## config.mk

```make
export PLATFORM = sky130hd
export DESIGN_NAME = datapath_sequencer
export DESIGN_NICKNAME = d
export VERILOG_FILES = /design/src/rtl/datapath_seq_pkg.sv /design/src/rtl/datapath_sequencer.sv
export SDC_FILE = /design/constraint.sdc
export NUM_CORES = 1
export LEC_CHECK = 0
export ABC_CLOCK_PERIOD_IN_PS = 3800
export BUFFER_PORTS_ARGS = -buffer_cell sky130_fd_sc_hd__buf_2
export CAP_MARGIN = 20
export CORE_ASPECT_RATIO = 1.75
export CORE_MARGIN = 4
export CORE_UTILIZATION = 40
export CTS_BUF_LIST = sky130_fd_sc_hd__clkbuf_16
export DETAILED_ROUTE_END_ITERATION = 8
export PLACE_DENSITY = 0.65
export SLEW_MARGIN = 30
export SYNTH_ARGS = -nofsm -noshare
export SYNTH_HDL_FRONTEND = slang
export SYNTH_SLANG_ARGS = --single-unit
```

## constraint.sdc

```tcl
create_clock -name clock -period 3.8 [get_ports clock]
set_input_delay 0.19 -clock clock [delete_from_list [all_inputs] [get_ports clock]]
set_output_delay 0.19 -clock clock [all_outputs]
set_load 0.02 [all_outputs]
```

## src/rtl/datapath_seq_pkg.sv

```systemverilog
// Shared types and constants for the datapath sequencer: command kinds,
// FSM states and the ALU function codes the host side relies on.
package datapath_seq_pkg;

    localparam int ALUFN_W = 5;

    localparam logic [ALUFN_W-1:0] ALUFN_ADD = 5'b00001;
    localparam logic [ALUFN_W-1:0] ALUFN_SUB = 5'b10001;

    typedef enum logic [1:0] {
        CMD_NOP   = 2'd0,
        CMD_LOADI = 2'd1,
        CMD_ALU   = 2'd2,
        CMD_READ  = 2'd3
    } cmd_kind_t;

    typedef enum logic [1:0] {
        ST_IDLE = 2'd0,
        ST_EXEC = 2'd1,
        ST_RESP = 2'd2
    } state_t;

endpackage

```

## src/rtl/datapath_sequencer.sv

```systemverilog
// Command-driven controller for a register-file/ALU datapath: one command per
// handshake, a single EXEC cycle on the datapath, then a held response.
module datapath_sequencer
    import datapath_seq_pkg::*;
#(
    parameter int Nloc  = 32,
    parameter int Dbits = 8,
    parameter int CNTW  = 16,
    localparam int AW   = $clog2(Nloc)
) (
    input  logic               clock,
    input  logic               reset_n,
    input  logic               cmd_valid,
    output logic               cmd_ready,
    input  logic [1:0]         cmd_kind,
    input  logic               cmd_wb,
    input  logic [AW-1:0]      cmd_rd,
    input  logic [AW-1:0]      cmd_rs1,
    input  logic [AW-1:0]      cmd_rs2,
    input  logic [ALUFN_W-1:0] cmd_alufn,
    input  logic [Dbits-1:0]   cmd_imm,
    output logic               rsp_valid,
    input  logic               rsp_ready,
    output logic [Dbits-1:0]   rsp_data,
    output logic               rsp_zero,
    output logic               busy,
    output logic [CNTW-1:0]    ops_count,
    output logic               dp_RegWrite,
    output logic [AW-1:0]      dp_ReadAddr1,
    output logic [AW-1:0]      dp_ReadAddr2,
    output logic [AW-1:0]      dp_WriteAddr,
    output logic [ALUFN_W-1:0] dp_ALUFN,
    output logic [Dbits-1:0]   dp_WriteData,
    input  logic [Dbits-1:0]   dp_ReadData1,
    input  logic [Dbits-1:0]   dp_ALUResult,
    input  logic               dp_FlagZ
);

    state_t               state_r;
    state_t               state_nx_s;
    cmd_kind_t            kind_r;
    logic                 wb_r;
    logic [AW-1:0]        rd_r;
    logic [AW-1:0]        rs1_r;
    logic [AW-1:0]        rs2_r;
    logic [ALUFN_W-1:0]   alufn_r;
    logic [Dbits-1:0]     imm_r;
    logic [Dbits-1:0]     rsp_data_r;
    logic                 rsp_zero_r;
    logic [CNTW-1:0]      ops_r;

    logic [Dbits-1:0]     result_s;
    logic                 zero_s;
    logic                 regwrite_s;
    logic [Dbits-1:0]     wdata_s;

    // State register.
    always_ff @(posedge clock or negedge reset_n) begin
        if (!reset_n) begin
            state_r <= ST_IDLE;
        end else begin
            state_r <= state_nx_s;
        end
    end

    // Next state plus the EXEC-cycle datapath drive and result selection.
    always_comb begin
        state_nx_s = state_r;
        result_s   = {Dbits{1'b0}};
        zero_s     = 1'b1;
        regwrite_s = 1'b0;
        wdata_s    = imm_r;
        case (state_r)
            ST_IDLE: begin
                if (cmd_valid) begin
                    state_nx_s = ST_EXEC;
                end else begin
                    state_nx_s = ST_IDLE;
                end
            end
            ST_EXEC: begin
                state_nx_s = ST_RESP;
                case (kind_r)
                    CMD_LOADI: begin
                        regwrite_s = 1'b1;
                        result_s   = imm_r;
                        zero_s     = (imm_r == {Dbits{1'b0}});
                    end
                    CMD_ALU: begin
                        // Write data is the live ALU output fed straight back.
                        regwrite_s = wb_r;
                        wdata_s    = dp_ALUResult;
                        result_s   = dp_ALUResult;
                        zero_s     = dp_FlagZ;
                    end
                    CMD_READ: begin
                        result_s = dp_ReadData1;
                        zero_s   = (dp_ReadData1 == {Dbits{1'b0}});
                    end
                    CMD_NOP: begin
                        result_s = {Dbits{1'b0}};
                        zero_s   = 1'b1;
                    end
                    default: begin
                        result_s = {Dbits{1'b0}};
                        zero_s   = 1'b1;
                    end
                endcase
            end
            ST_RESP: begin
                if (rsp_ready) begin
                    state_nx_s = ST_IDLE;
                end else begin
                    state_nx_s = ST_RESP;
                end
            end
            default: begin
                state_nx_s = ST_IDLE;
            end
        endcase
    end

    // Command capture on the IDLE handshake.
    always_ff @(posedge clock or negedge reset_n) begin
        if (!reset_n) begin
            kind_r  <= CMD_NOP;
            wb_r    <= 1'b0;
            rd_r    <= {AW{1'b0}};
            rs1_r   <= {AW{1'b0}};
            rs2_r   <= {AW{1'b0}};
            alufn_r <= {ALUFN_W{1'b0}};
            imm_r   <= {Dbits{1'b0}};
        end else if ((state_r == ST_IDLE) && cmd_valid) begin
            kind_r  <= cmd_kind_t'(cmd_kind);
            wb_r    <= cmd_wb;
            rd_r    <= cmd_rd;
            rs1_r   <= cmd_rs1;
            rs2_r   <= cmd_rs2;
            alufn_r <= cmd_alufn;
            imm_r   <= cmd_imm;
        end else begin
            kind_r  <= kind_r;
            wb_r    <= wb_r;
            rd_r    <= rd_r;
            rs1_r   <= rs1_r;
            rs2_r   <= rs2_r;
            alufn_r <= alufn_r;
            imm_r   <= imm_r;
        end
    end

    // Response capture at the end of EXEC; held stable through RESP.
    always_ff @(posedge clock or negedge reset_n) begin
        if (!reset_n) begin
            rsp_data_r <= {Dbits{1'b0}};
            rsp_zero_r <= 1'b0;
        end else if (state_r == ST_EXEC) begin
            rsp_data_r <= result_s;
            rsp_zero_r <= zero_s;
        end else begin
            rsp_data_r <= rsp_data_r;
            rsp_zero_r <= rsp_zero_r;
        end
    end

    // Completed-response counter, wraps naturally.
    always_ff @(posedge clock or negedge reset_n) begin
        if (!reset_n) begin
            ops_r <= {CNTW{1'b0}};
        end else if ((state_r == ST_RESP) && rsp_ready) begin
            ops_r <= ops_r + {{(CNTW-1){1'b0}}, 1'b1};
        end else begin
            ops_r <= ops_r;
        end
    end

    assign cmd_ready    = (state_r == ST_IDLE);
    assign busy         = (state_r != ST_IDLE);
    assign rsp_valid    = (state_r == ST_RESP);
    assign rsp_data     = rsp_data_r;
    assign rsp_zero     = rsp_zero_r;
    assign ops_count    = ops_r;
    assign dp_RegWrite  = regwrite_s;
    assign dp_ReadAddr1 = rs1_r;
    assign dp_ReadAddr2 = rs2_r;
    assign dp_WriteAddr = rd_r;
    assign dp_ALUFN     = alufn_r;
    assign dp_WriteData = wdata_s;

endmodule

```

# [Word-level counts from Yosys, hierarchy flattened]
# Cells that the tools add are included.
[totals] ff_bits=58 out_inout_bits=57 elab_cells=33
[op_classes] add_sub_neg=1 eq_ne=5 n_mux=9 n_reduce_logical=7
[op_table] op="one-hot mux 8 bit (4 select lines)" n=1
[op_table] op="adder 16 x 1 -> 16 bit (second input constant)" n=1
[op_table] op="zero test 8 bit" n=2
[op_table] op="two-way mux 8 bit" n=2
[op_table] op="equality test 2 bit (second input constant)" n=3
[op_table] op="one-hot mux 2 bit (3 select lines)" n=1
[op_table] op="equality test 2 x 1 -> 1 bit (second input constant)" n=2
[op_table] op="zero test 2 bit" n=2
[op_table] op="one-hot mux 1 bit (4 select lines)" n=1
[op_table] op="logical AND 1 bit" n=2
[op_table] op="two-way mux 1 bit" n=2
[op_table] op="two-way mux 2 bit" n=1
[op_table] op="one-hot mux 1 bit (2 select lines)" n=1
[op_table] op="nonzero test 2 bit" n=1

# [Depth between registers and ports, before layout]
[depth] ltp_word=3 ltp_mapped=7 mapped_depth_nobuf=6

# [Worst setup path before layout]
# Ideal clock, no wire load.
[synth_path] path_kind="register to register" start="register state_r[0]" end="register alufn_r[0], in the netlist dp_ALUFN[0]" setup_ns=0.125 t_arrival_ns=1.482 t_required_ns=3.675 slack_ns=2.193 stages_incl_launch_ff=7 n_path_buf=2 synth_period_minus_slack_ns=1.607 cell_sequence="dfrtp_1 or2_4 inv_2 and2_4 buf_8 buf_12 mux2_4"
[synth_via] elab_chain_cells=2
[synth_rtl] item="from (decl)" line="datapath_sequencer.sv:39" rtl="state_t state_r;"
[synth_rtl] item="from (signal assigned)" line="datapath_sequencer.sv:62" rtl="state_r <= state_nx_s;"
[synth_rtl] item="zero test 2 bit"
[synth_rtl] item="net cmd_ready" line="datapath_sequencer.sv:14" rtl="output logic cmd_ready,"
[synth_rtl] item="logical AND 1 bit" line="datapath_sequencer.sv:133" rtl="end else if ((state_r == ST_IDLE) && cmd_valid) begin"
[synth_rtl] item="to (signal assigned)" line="datapath_sequencer.sv:131" rtl="alufn_r <= {ALUFN_W{1'b0}};"
[synth_rtl] item="to (signal assigned)" line="datapath_sequencer.sv:139" rtl="alufn_r <= cmd_alufn;"
[synth_rtl] item="to (signal assigned)" line="datapath_sequencer.sv:147" rtl="alufn_r <= alufn_r;"
[synth_rtl] item="to (decl)" line="datapath_sequencer.sv:46" rtl="logic [ALUFN_W-1:0] alufn_r;"
# The timed path passes the listed nets, and every way through them passes these cells.
# A chain may end at the register's enable or synchronous reset.

# [Worst setup path in the final report]
[layout_path] start="register kind_r[0]" end="output port dp_WriteData[7]"
[layout_via] elab_chain_cells=3
[layout_rtl] item="from (decl)" line="datapath_sequencer.sv:41" rtl="cmd_kind_t kind_r;"
[layout_rtl] item="from (signal assigned)" line="datapath_sequencer.sv:134" rtl="kind_r <= cmd_kind_t'(cmd_kind);"
[layout_rtl] item="from (signal assigned)" line="datapath_sequencer.sv:142" rtl="kind_r <= kind_r;"
[layout_rtl] item="equality test 2 bit" line="datapath_sequencer.sv:83" rtl="case (kind_r)"
[layout_rtl] item="two-way mux 8 bit" line="datapath_sequencer.sv:83"
[layout_rtl] item="two-way mux 8 bit" line="datapath_sequencer.sv:73" rtl="case (state_r)"
[layout_rtl] item="to (decl)" line="datapath_sequencer.sv:33" rtl="output logic [Dbits-1:0] dp_WriteData,"
# Every way passes these cells.

==> summary.md <==
| Metric | Value |
|---|---|
| Average wire per cell in the routed design | about 15 um |
| Remaining DRCs | 0 |
| Synthesis-to-layout area growth | 28.7% |
| Clk_skew | ~6 ps |
| Sequential share of the synthesized area | 0.522 |
| Ratio of cells with drive above 1 in the final layout | 0.488 |
| WHS Endpoint | state_r[1] |
| # rows | 40 |
| Max Freq | 448 MHz |
| Met1 usage in global routing | 0.184 |
| Maximum vdd drop | ~0.63 mV |
| CTS Buf Count | 9 |
| RSZ-0062 raised after global routing | no |
| Worst reg2reg endpoint | imm_r[2] |
| Leak Pwr | 1.81 nW |
| CTS Buffer Depth | 2 |
| Most common cell after layout, fill and taps aside | buf_2 |
| Final antenna-violating net count | 0 |
| Max Cap Viol | 0 |
| Clock root cell | clkbuf_16 |
| WS Path Type | register to output port |
| Reg2reg setup slack | between 2000 and 2500 ps |
| Skew-Pair Late Insertion Delay | roughly 320 ps |
| Status | finished, final reports clean |
| Via count | about 2100 |
| Logic pwr share | 0.434 |
| Placed cell count | 401 |
| Core ar. | approximately 7000 um^2 |
| Final net count | 386 |
| Min-delay worst type | input pin to register |
| Fin. max-slew vios | 0 |
| Largest net degree at the start of global routing | 35 |
| Min cycle time layout | about 2200 ps |
| Synth unique cells | 39 |
| Non-filler cells, final | roughly 420 |
| Global-route wire length before repair | roughly 11000 um |
| Ys flop type | dfrtp_1 |
| PortBufs | ~110 |
| CTS tree | done |
| Worst hold slack | 74.3 ps |
| Synthesized area | around 2800 um^2 |
| First-pass DRT Iterations | 4 |
| # diodes | 0 |
| GRT Residual Overflow | 0 |
| Final Hold Violating Endpoints | 0 |
| Number of synthesized flops with an enable pin | 0 |
| Post-CTS Setup Inserts | 0 |
| Setup slack after layout | between 1500 and 2000 ps |
| Vias in the first global route | ~2100 |
| First DRT Iteration DRCs | 79 |
| Ys async rst share | 1.00 |
| Hpwl dp | approximately 4800 um |
| Vert. Die Dim | between 100 and 150 um |
| Sw frac | 0.380 |
| Rel. slew slack | 0.559 |
| Worst Tran Pin Value | roughly 660 ps |
| Hold wc startpoint | rsp_ready |
| Fillers | roughly 640 |
| Syn avg cell area | roughly 13 um^2 |
| Post-cts sizing count | 0 |
| R2R cell count | 4 |
| Critical Path AT | slightly above 2000 ps |
| Critical path origin | kind_r[0] |
| Clock share of power | 0.224 |
| GPL Wtd Cong | 0.860 |
| Setup violations, final | 0 |
| Power share of the sequential group | 0.342 |
| Gr busiest metal | met2 |
| Setup_tns | 0 ps |
| Worst setup SP type | register |
| CP Capture Type | output port |
| Yosys reg bits | 58 |
| Internal | roughly 1.9 mW |
| CP required | 3610 ps |
| Clock-pin slew on the worst setup and hold paths | 50 ps |
| Syn Inst Count | between 200 and 250 |
| M3 GR Usage | 0.0409 |
| Synth Warn # | 0 |
| Via density | between 4 and 5 |
| CP max FO | 11 |
| Pwr Total | roughly 3.0 mW |
| GRT Util Overall | 0.162 |
| Grt met2 use | 0.266 |
| Fin crit share | 0.587 |
| Die area | 8410 um^2 |
| Hold Crit Depth | 2 |
| Cell Pwr Density | between 800 and 900 nW/um^2 |
| FF-to-FF Start | state_r[1] |
| Place WS | 1930 ps |
| Initial Util | 0.409 |
| Syn nets | between 200 and 300 |
| Commonest cells after routing, fill and taps aside | buf_2, dfrtp_1, mux2_4 |
| Max H-tree Level | 3 |
| Die X | 71.1 um |
| Final WL | 6350 um |
| IO Pins | between 100 and 150 |
| CTS Sinks | 58 |
| NetSw | 1.15 mW |
| Initial antenna violation count | 0 |
## per-layer routing
metal  wire length [um]  part of all wire
met5                  0                 0
met4                263             0.041
met3                339             0.053
met2               3280              0.52
met1               2460              0.39
## through the flow
stage | utilization | instance area (um^2)
after floorplan | - | 2780
after global placement | 0.487 | 3320
after detailed placement | 0.487 | 3320
after CTS | 0.526 | 3580
after global routing | 0.526 | 3580
final | 0.526 | 3580
## kinds of logic after synthesis
logic type | Yosys count | synth area share
buffers and inverters | 17 | 0.0481
adder cells (fa/ha/maj) | 5 | 0.0225
XOR/XNOR | 15 | 0.0472
AND/OR/NAND/NOR | 57 | 0.108
AO/OA/AOI/OAI | 31 | 0.0652
flip-flops | 58 | 0.522
multiplexers | 38 | 0.187
## power by group through the flow
stage,sequential [mW],combinational [mW],clock (mW)
2_1_floorplan,1.22,0.791,0
3_3_place_gp,1.03,1.31,0
3_5_place_dp,1.04,1.32,0
4_1_cts,1.04,1.33,0.694
5_1_grt,1.08,1.42,0.736
6_report,1.04,1.31,0.677
## sequential cells by signal (all words and copies together) (netlist names)
| signal | cells |
|---|---|
| dp_ALUFN | 5 |
| dp_ReadAddr1 | 5 |
| ops_count | 16 |
| kind_r | 2 |
| rsp_data | 8 |
| state_r | 2 |
| imm_r | 8 |
| dp_WriteAddr | 5 |
| dp_ReadAddr2 | 5 |
| rsp_zero | 1 |
| wb_r | 1 |
## how the worst max path moves through the flow
stage / to / slack [ps] / depth (start not counted)
2_1_floorplan: dp_ALUFN[0] / 2190 / 6
3_3_place_gp: dp_WriteData[4] / 1950 / 5
3_5_place_dp: dp_WriteData[6] / 1930 / 5
4_1_cts: dp_WriteData[7] / 1570 / 5
5_1_grt: dp_WriteData[3] / 1430 / 5
6_report: dp_WriteData[7] / 1570 / 5
## Yosys cell counts (4+ instances only)
cell	instances	area [um^2]
dfrtp_1	58	1450
mux2_4	25	375
nand2_1	19	71.3
xnor2_1	14	123
mux2_2	13	146
nor2_1	12	45.0
a21oi_1	10	50.1
o21ai_0	9	45.0
a22oi_1	7	52.6
ha_1	5	62.6
nand3_1	5	25.0
nand4_1	4	25.0
## what timing repair did
| item | in CTS | in global routing |
|---|---|---|
| endpoints found under the hold margin | 29 | 0 |
| setup endpoints to repair | 0 | 0 |
| hold buffers | 1 | 0 |
## area by class of cell
class                   instances  area [um^2]  area share
well taps                      84          105      0.0294
inverters                       4         15.0     0.00419
clock buffers                   9          225      0.0629
clock inverters                 7         28.8     0.00804
repair buffers                110          558       0.156
multi-input cells             146         1200       0.334
flip-flops and latches         58         1450       0.405
## critical path: stages, from the launching register on
cell	delay, ps
dfrtp_1	400
inv_1	100
ha_1	380
nand2_1	330
mux2_2	360
buf_2	160
No activity file was read; power rests on OpenSTA's default activity.
